--- src/rtl/seat_request_queue.sv ---
// ---------------------------------------------------------------------------
// seat_request_queue
//
// Front-end of the school seating system. Kiosk and card-reader requests
// (student number, seat number, seat state) are checked for a legal seat
// number, buffered in a FIFO, and handed to the seating core one at a time.
// Each hand-off is a single-cycle write strobe. The data lines stay held
// until the next hand-off. The block also owns the time-of-day counter that
// drives the core's Time input.
//
// Ports
//   clk             system clock, rising edge
//   rst_n           asynchronous active-low reset (synchronous release)
//   req_valid       request present
//   req_ready       queue can accept (not full)
//   req_student_no  student number of the request
//   req_seat_no     requested seat (1..NUM_SEATS valid)
//   req_seat_state  requested seat state
//   time_set        load the minute counter from time_set_val
//   time_set_val    minute value to load (values above 1439 clamp to 1439)
//   Student_No      student number to the seating core
//   Seat_No         seat number to the seating core
//   Seat_State      seat state to the seating core
//   write           one-cycle write strobe to the seating core
//   Time            minutes since midnight, 0..1439
//   drop_count      (SEAT_REQ_STATS_EN only) saturating count of invalid-seat drops
//   overflow_seen   (SEAT_REQ_STATS_EN only) sticky: request offered while full
//   busy            queue non-empty or issue FSM not idle
//
// Optional build macro: SEAT_REQ_STATS_EN adds the drop_count and
// overflow_seen statistics outputs.
// ---------------------------------------------------------------------------
module seat_request_queue #(
    parameter int DEPTH         = 8,
    parameter int NUM_SEATS     = 30,
    parameter int TICKS_PER_MIN = 6000,
    parameter int WRITE_GAP     = 2
) (
    input  logic        clk,
    input  logic        rst_n,
    input  logic        req_valid,
    output logic        req_ready,
    input  logic [24:0] req_student_no,
    input  logic [4:0]  req_seat_no,
    input  logic [1:0]  req_seat_state,
    input  logic        time_set,
    input  logic [10:0] time_set_val,
    output logic [24:0] Student_No,
    output logic [4:0]  Seat_No,
    output logic [1:0]  Seat_State,
    output logic        write,
    output logic [10:0] Time,
`ifdef SEAT_REQ_STATS_EN
    output logic [7:0]  drop_count,
    output logic        overflow_seen,
`endif
    output logic        busy
);

    localparam int AW = (DEPTH > 1) ? $clog2(DEPTH) : 1;
    localparam int CW = AW + 1;
    localparam int TW = (TICKS_PER_MIN > 1) ? $clog2(TICKS_PER_MIN) : 1;
    localparam int GW = (WRITE_GAP > 1) ? $clog2(WRITE_GAP) : 1;
    localparam logic [10:0] LAST_MINUTE = 11'd1439;

    typedef enum logic [1:0] {
        ST_IDLE  = 2'd0,
        ST_ISSUE = 2'd1,
        ST_HOLD  = 2'd2
    } state_t;

    // ------------------------------------------------------------------
    // Request acceptance and validation
    // ------------------------------------------------------------------
    logic accept;
    logic seat_ok;
    logic push;
    logic pop;

    logic [CW-1:0] count_reg;
    logic [AW-1:0] wr_ptr_reg;
    logic [AW-1:0] rd_ptr_reg;
    state_t        state_reg;
    state_t        state_next;
    logic [GW-1:0] gap_cnt_reg;
    logic [GW-1:0] gap_cnt_next;

    // Ready comes straight from the registered occupancy, so a pop in the
    // same cycle as a full queue does not open the door for that cycle.
    assign req_ready = (count_reg != CW'(DEPTH));
    assign accept    = req_valid && req_ready;
    assign seat_ok   = (req_seat_no != 5'd0) && ({27'd0, req_seat_no} <= NUM_SEATS);
    // Invalid seats still complete the handshake; they just never land in the FIFO.
    assign push      = accept && seat_ok;
    assign pop       = (state_reg == ST_IDLE) && (count_reg != '0);

    // ------------------------------------------------------------------
    // FIFO storage: plain array, written on push, read into the output
    // holding registers on pop (registered read).
    // ------------------------------------------------------------------
    logic [31:0] mem [DEPTH];

    always_ff @(posedge clk) begin
        if (push) begin
            mem[wr_ptr_reg] <= {req_student_no, req_seat_no, req_seat_state};
        end
    end

    always_ff @(posedge clk or negedge rst_n) begin
        if (!rst_n) begin
            count_reg  <= '0;
            wr_ptr_reg <= '0;
            rd_ptr_reg <= '0;
        end else begin
            if (push) begin
                wr_ptr_reg <= wr_ptr_reg + AW'(1);
            end
            if (pop) begin
                rd_ptr_reg <= rd_ptr_reg + AW'(1);
            end
            case ({push, pop})
                2'b10:   count_reg <= count_reg + CW'(1);
                2'b01:   count_reg <= count_reg - CW'(1);
                default: count_reg <= count_reg;
            endcase
        end
    end

    // ------------------------------------------------------------------
    // Output holding registers: loaded when the head is popped (entry to
    // ISSUE) and left alone until the next pop.
    // ------------------------------------------------------------------
    logic [24:0] student_reg;
    logic [4:0]  seat_reg;
    logic [1:0]  seat_state_reg;

    always_ff @(posedge clk or negedge rst_n) begin
        if (!rst_n) begin
            student_reg    <= '0;
            seat_reg       <= '0;
            seat_state_reg <= '0;
        end else if (pop) begin
            {student_reg, seat_reg, seat_state_reg} <= mem[rd_ptr_reg];
        end
    end

    assign Student_No = student_reg;
    assign Seat_No    = seat_reg;
    assign Seat_State = seat_state_reg;

    // ------------------------------------------------------------------
    // Issue FSM: IDLE -> ISSUE (strobe) -> HOLD (WRITE_GAP cycles) -> IDLE
    // ------------------------------------------------------------------
    always_ff @(posedge clk or negedge rst_n) begin
        if (!rst_n) begin
            state_reg   <= ST_IDLE;
            gap_cnt_reg <= '0;
        end else begin
            state_reg   <= state_next;
            gap_cnt_reg <= gap_cnt_next;
        end
    end

    always_comb begin
        state_next   = state_reg;
        gap_cnt_next = gap_cnt_reg;
        case (state_reg)
            ST_IDLE: begin
                if (pop) begin
                    state_next = ST_ISSUE;
                end
            end
            ST_ISSUE: begin
                gap_cnt_next = '0;
                state_next   = (WRITE_GAP > 0) ? ST_HOLD : ST_IDLE;
            end
            ST_HOLD: begin
                if (gap_cnt_reg == GW'(WRITE_GAP - 1)) begin
                    state_next = ST_IDLE;
                end else begin
                    gap_cnt_next = gap_cnt_reg + GW'(1);
                end
            end
            default: begin
                state_next = ST_IDLE;
            end
        endcase
    end

    // Decoded from the state register so reset removes the strobe at once.
    assign write = (state_reg == ST_ISSUE);
    assign busy  = (count_reg != '0) || (state_reg != ST_IDLE);

    // ------------------------------------------------------------------
    // Time of day: tick prescaler feeding a 0..1439 minute counter.
    // ------------------------------------------------------------------
    logic [TW-1:0] tick_reg;
    logic [10:0]   time_reg;

    always_ff @(posedge clk or negedge rst_n) begin
        if (!rst_n) begin
            tick_reg <= '0;
            time_reg <= '0;
        end else if (time_set) begin
            tick_reg <= '0;
            time_reg <= (time_set_val > LAST_MINUTE) ? LAST_MINUTE : time_set_val;
        end else if (tick_reg == TW'(TICKS_PER_MIN - 1)) begin
            tick_reg <= '0;
            time_reg <= (time_reg == LAST_MINUTE) ? 11'd0 : time_reg + 11'd1;
        end else begin
            tick_reg <= tick_reg + TW'(1);
        end
    end

    assign Time = time_reg;

`ifdef SEAT_REQ_STATS_EN
    // ------------------------------------------------------------------
    // Statistics
    // ------------------------------------------------------------------
    logic [7:0] drop_count_reg;
    logic       overflow_seen_reg;

    always_ff @(posedge clk or negedge rst_n) begin
        if (!rst_n) begin
            drop_count_reg    <= '0;
            overflow_seen_reg <= 1'b0;
        end else begin
            if (accept && !seat_ok && (drop_count_reg != 8'hFF)) begin
                drop_count_reg <= drop_count_reg + 8'd1;
            end
            if (req_valid && !req_ready) begin
                overflow_seen_reg <= 1'b1;
            end
        end
    end

    assign drop_count    = drop_count_reg;
    assign overflow_seen = overflow_seen_reg;
`endif

endmodule
--- config.mk ---
export PLATFORM = sky130hd
export DESIGN_NAME = seat_request_queue
export DESIGN_NICKNAME = d
export VERILOG_FILES = /design/src/rtl/seat_request_queue.sv
export SDC_FILE = /design/constraint.sdc
export NUM_CORES = 1
export LEC_CHECK = 0
export ABC_AREA = 1
export CORE_UTILIZATION = 60
export DETAILED_ROUTE_END_ITERATION = 8
export PLACE_DENSITY = 0.85
export SLEW_MARGIN = 20
export SYNTH_ARGS = -nofsm -noshare
export SYNTH_HDL_FRONTEND = slang
export SYNTH_SLANG_ARGS = --single-unit
export TNS_END_PERCENT = 5
--- constraint.sdc ---
create_clock -name clk -period 8.15 [get_ports clk]
set_input_delay 1.2225 -clock clk [delete_from_list [all_inputs] [get_ports clk]]
set_output_delay 1.2225 -clock clk [all_outputs]
set_load 0.02 [all_outputs]
Word level (Yosys, flattened, before mapping) --
Memory sizes are Yosys's and may differ from the RTL's. A register that Yosys moved wholly into a read port is not among the register bits. Cells that the tools add are included.
Word-level totals: register bits after elaboration 37, memory bits (writable) 256, output and inout port bits 46, memories kept 1, logic and storage cells 54
Memories:
- mem | words 8, bits a word 32, rd ports 1, clocked after memory_dff 1, wr ports 1, RTL line 101 | logic [31:0] mem [DEPTH];
Cells by class: equality and inequality tests 9, add/subtract/negate cells 7, reduce and logical (&&, ||, !) cells 14, order comparisons 2, mux-type cells 14
Operators by type and width (count):
- two-way mux 11 bit | 4
- two-way mux 13 bit | 2
- adder 13 x 1 -> 13 bit, second input constant | 1
- == test 13 bit, second input constant | 1
- adder 11 x 1 -> 11 bit, second input constant | 1
- == test 11 bit, second input constant | 1
- > comparator 11 bit, second input constant | 1
- case mux 4 bit (2 select lines) | 1
- nonzero test 2 bit | 4
- adder 3 x 1 -> 3 bit, second input constant | 2
- case mux 2 bit (3 select lines) | 1
- <= comparator 5 bit, second input constant | 1
- nonzero test 5 bit | 1
- adder 4 x 1 -> 4 bit, second input constant | 1
- == test 2 x 1 -> 1 bit, second input constant | 2
- == test 2 bit, second input constant | 2
- logical AND 1 bit | 4
- two-way mux 2 bit | 2
- != test 2 bit, second input constant | 2
- != test 4 bit, second input constant | 1
- nonzero test 4 bit | 1
- subtractor 4 x 1 -> 4 bit, second input constant | 1
- two-way mux 1 bit | 3
- zero test 2 bit | 1
- other kinds (5) | 5

Logic depth before layout (Yosys ltp) --
depth after elaboration 5, mapped depth 14

Least setup slack after synthesis --
No wires, ideal clock.
path kind input port to flip-flop, start input port req_seat_no[0], end memory mem[0][0], enable pin, arrival 3.079 ns, cell stages on the path 6, slack 4.650 ns, cells stage by stage nor3_1 nand2_1 o21ai_0 nor2_2 nand2_1 nor2_1
Between the ends: word-level cells in the longest chain between the ends 5
RTL lines:
- start: declaration | RTL line 44 | input logic [4:0] req_seat_no,
- <= comparator 5 bit / nonzero test 5 bit (equally long branches) | RTL line 92 | assign seat_ok = (req_seat_no != 5'd0) && ({27'd0, req_seat_no} <= NUM_SEATS);
- logical AND 1 bit * | RTL line 92
- logical AND 1 bit * | RTL line 94 | assign push = accept && seat_ok;
- two-way mux 1 bit * | RTL line 104 | if (push) begin
- two-way mux 1 bit (not written as such) * | RTL line 105 | mem[wr_ptr_reg] <= {req_student_no, req_seat_no, req_seat_state};
- end: declaration | RTL line 101
Mark *: on every way between the ends. The rest lies on a longest branch, timed or not.

Final worst setup path --
start input port req_seat_no[4], end memory mem[4][9], enable pin
The elaborated chain is that of the path after synthesis.

==> out/metrics.csv <==
metric;value;unit
status;finished with violations;
failing checks;design-rule violations;
first-pass GRT wire length;46000;um
Row Count;54;
antenna violations before repair;0;
maximum clock frequency;0.275;GHz
fin crit share;44.6;%
Fin Clk Skew;0.0284;ns
worst skew pair latency;0.53;ns
DRT iter0 DRCs;915;
RSZ-0062 raised after global routing;false;
Root Driver;clkbuf_16;
Post-synth EDFFs;256;
Synth top area share;56.8;%
slowest cell on the critical path;nor2_4;
IO Port Bufs;92;
crit end category;flip-flop;
Pwr Density;357;nW/um2
vias per inst;5.86;
drt total wl;29300;um
ranking of synthesized cells by area;edfxtp_1 (57%), dfrtp_1 (13%), o21ai_0 (5.2%);
synthesized netlist net count;1207;
CTS tree;yes;
type of the worst min-delay path;reg2reg;
# resized after CTS;0;
die area;23200;um2
worst slack, placed;3.93;ns
drt pass-1 iters;8;
clock sink total;325;
Syn Inst Count;1150;
register bit total from synthesis;325;
WP buf/inv;1;
nets;1288;
FF-to-FF setup slack;5.36;ns
Post-CTS Setup Bufs;0;
Die Ht;152;um
Top Ports;93;
fin. max-slew vios;0;
post-route setup TNS;0;ns
cts hold-fix bufs;0;
via total after detailed routing;8995;
max reg flops;256;
post-layout util;72.0;%
Tmin final;3.63;ns
Netlist Area Pre-Place;13500;um2
worst-path cell chain;clkdlybuf4s50_1, nor2_1, nand2_1, o21ai_0, nor2_2, nand2_1, nor2_4;
GPL Wtd Cong;0.873;
CTS clk-pin slew, worst paths;0.06;ns
Worst Slack Setup Final;4.52;ns
Mapped Avg Cell Area;11.8;um2
LEAKAGE;5.84;nW
Finished Layout Cells;1534;
Worst-Margin Slew;1.07;ns
share of layout cells above drive strength 1;9.01;%
dpl cells;1469;
Crit Path Max Fanout;32;
Max Cap Viol;0;
Most used DFF post-synth;edfxtp_1;
global route overflow;0;
async set or reset register ratio after synthesis;21.2;%
commonest cells after routing, fill and taps aside;edfxtp_1 (256), nand2_1 (154), nor2_1 (151), o21ai_0 (142), clkdlybuf4s50_1 (91);
WL/cell;19.1;um
Setup CP Type;in2reg;
Setup crit start kind;primary input;
DP Wirelength;15800;um
Worst VDD drop;245;uV
Core ar.;22000;um2
All-Layer GR Usage;25.4;%
clock tree buffer depth;3;
vias in the first global route;8971;
Synth Warn #;0;
area growth from synthesis to layout;16.7;%
Residual DRC;7;
area leader, netlist;edfxtp_1;
commonest non-fill, non-tap cell in the layout;edfxtp_1;
Worst EP required;8.28;ns
Yosys cell types;36;
diode count;0;
Final Hold Viols;0;
Max stage delay on crit path;0.87;ns
CTS Buf Count;34;
sequential cell area fraction in the yosys report;69.5;%
Hold WS;0.475;ns
Setup Viol. Count Final;0;
Worst EP arrival;3.77;ns
starting density of the core;61.7;%
family with the most delay on the worst path;simple AND/OR/NAND/NOR gates;
largest net degree at the start of global routing;114;
H-tree depth reported by CTS;2;
ANT nets after route;0;
max_slew headroom;28.4;%
Die Wd;152;um
cell mode on critical path;nand2_1;
==> where the power goes <==
| group | switching [mW] | leakage [nW] | internal (mW) | total (mW) |
|---|---|---|---|---|
| registers | 0.196 | 3.17 | 2.11 | 2.31 |
| clock network | 0.612 | 0.522 | 0.876 | 1.49 |
| logic | 1.23 | 2.14 | 0.627 | 1.86 |
==> path summary, 6_finish.rpt <==
| kind | from | endpoint | cells after the start |
|---|---|---|---|
| worst max register to register | state_reg[1]$_DFFE_PN0P_ | count_reg[3]$_DFFE_PN0P_ | 10 |
| min in group asynchronous | rst_n | Student_No[21]$_DFFE_PN0P_ | 1 |
| worst min-delay path | Student_No[16]$_DFFE_PN0P_ | Student_No[16]$_DFFE_PN0P_ | 2 |
| max in group asynchronous | rst_n | rd_ptr_reg[1]$_DFFE_PN0P_ | 1 |
| worst min register to register | Student_No[16]$_DFFE_PN0P_ | Student_No[16]$_DFFE_PN0P_ | 2 |
| worst max-delay path | req_seat_no[4] | mem[4][9]$_DFFE_PP_ | 7 |
==> worst reg2reg max path, stage by stage (launching register included) <==
cell and delay (ns):
dfrtp_1 0.38, inv_1 0.11, ha_1 0.23, nand2_2 0.49
inv_2 0.20, buf_4 0.50, ha_1 0.41, inv_1 0.12
nand3_1 0.10, nand2_1 0.08, nand2_1 0.05
==> stage by stage <==
step                cell area [um2]  power, mW
finish                        15800       5.65
global route                  15800       5.94
CTS                           15700       5.63
detailed placement            14600       4.13
global placement              14600       4.03
floorplan                     13500       3.55
==> cell usage after synthesis (9+ instances only) <==
cell	n
a21oi_1	42
nor2_1	159
nand3_1	56
nor2_2	17
xor2_1	9
nor3_1	10
o211ai_2	19
nand2_1	154
inv_1	75
edfxtp_1	256
o21ai_0	142
clkbuf_1	27
nand4_1	10
dfrtp_1	69
ha_1	10
o211ai_1	45
buf_2	15
==> cell families after synthesis <==
group	count (synthesis)	share of synthesized area, %
adders and majority gates	10	0.924
DFF	325	69.5
buffers and inverters	137	4.77
AOI/OAI and AO/OA	253	11.3
xor gates and xnor gates	11	0.711
and+or+nand+nor	414	12.8
==> metal layers <==
layer	GRT usage (%)	vias up	routed length [um]
li1	-	4194	-
met1	33.2	4319	11800
met2	43.2	418	14600
met3	3.53	64	2120
met4	10.2	0	759
met5	0	-	0
==> area by class of cell <==
class / instances / area [um2]
well taps: 280 / 350
clock inverters: 12 / 139
multi-input cells: 688 / 3540
clock buffers: 47 / 940
repair buffers: 103 / 1110
flip-flops and latches: 325 / 9420
fillers: 1359 / 6150
inverters: 79 / 304
No activity file was read; power rests on OpenSTA's default activity.
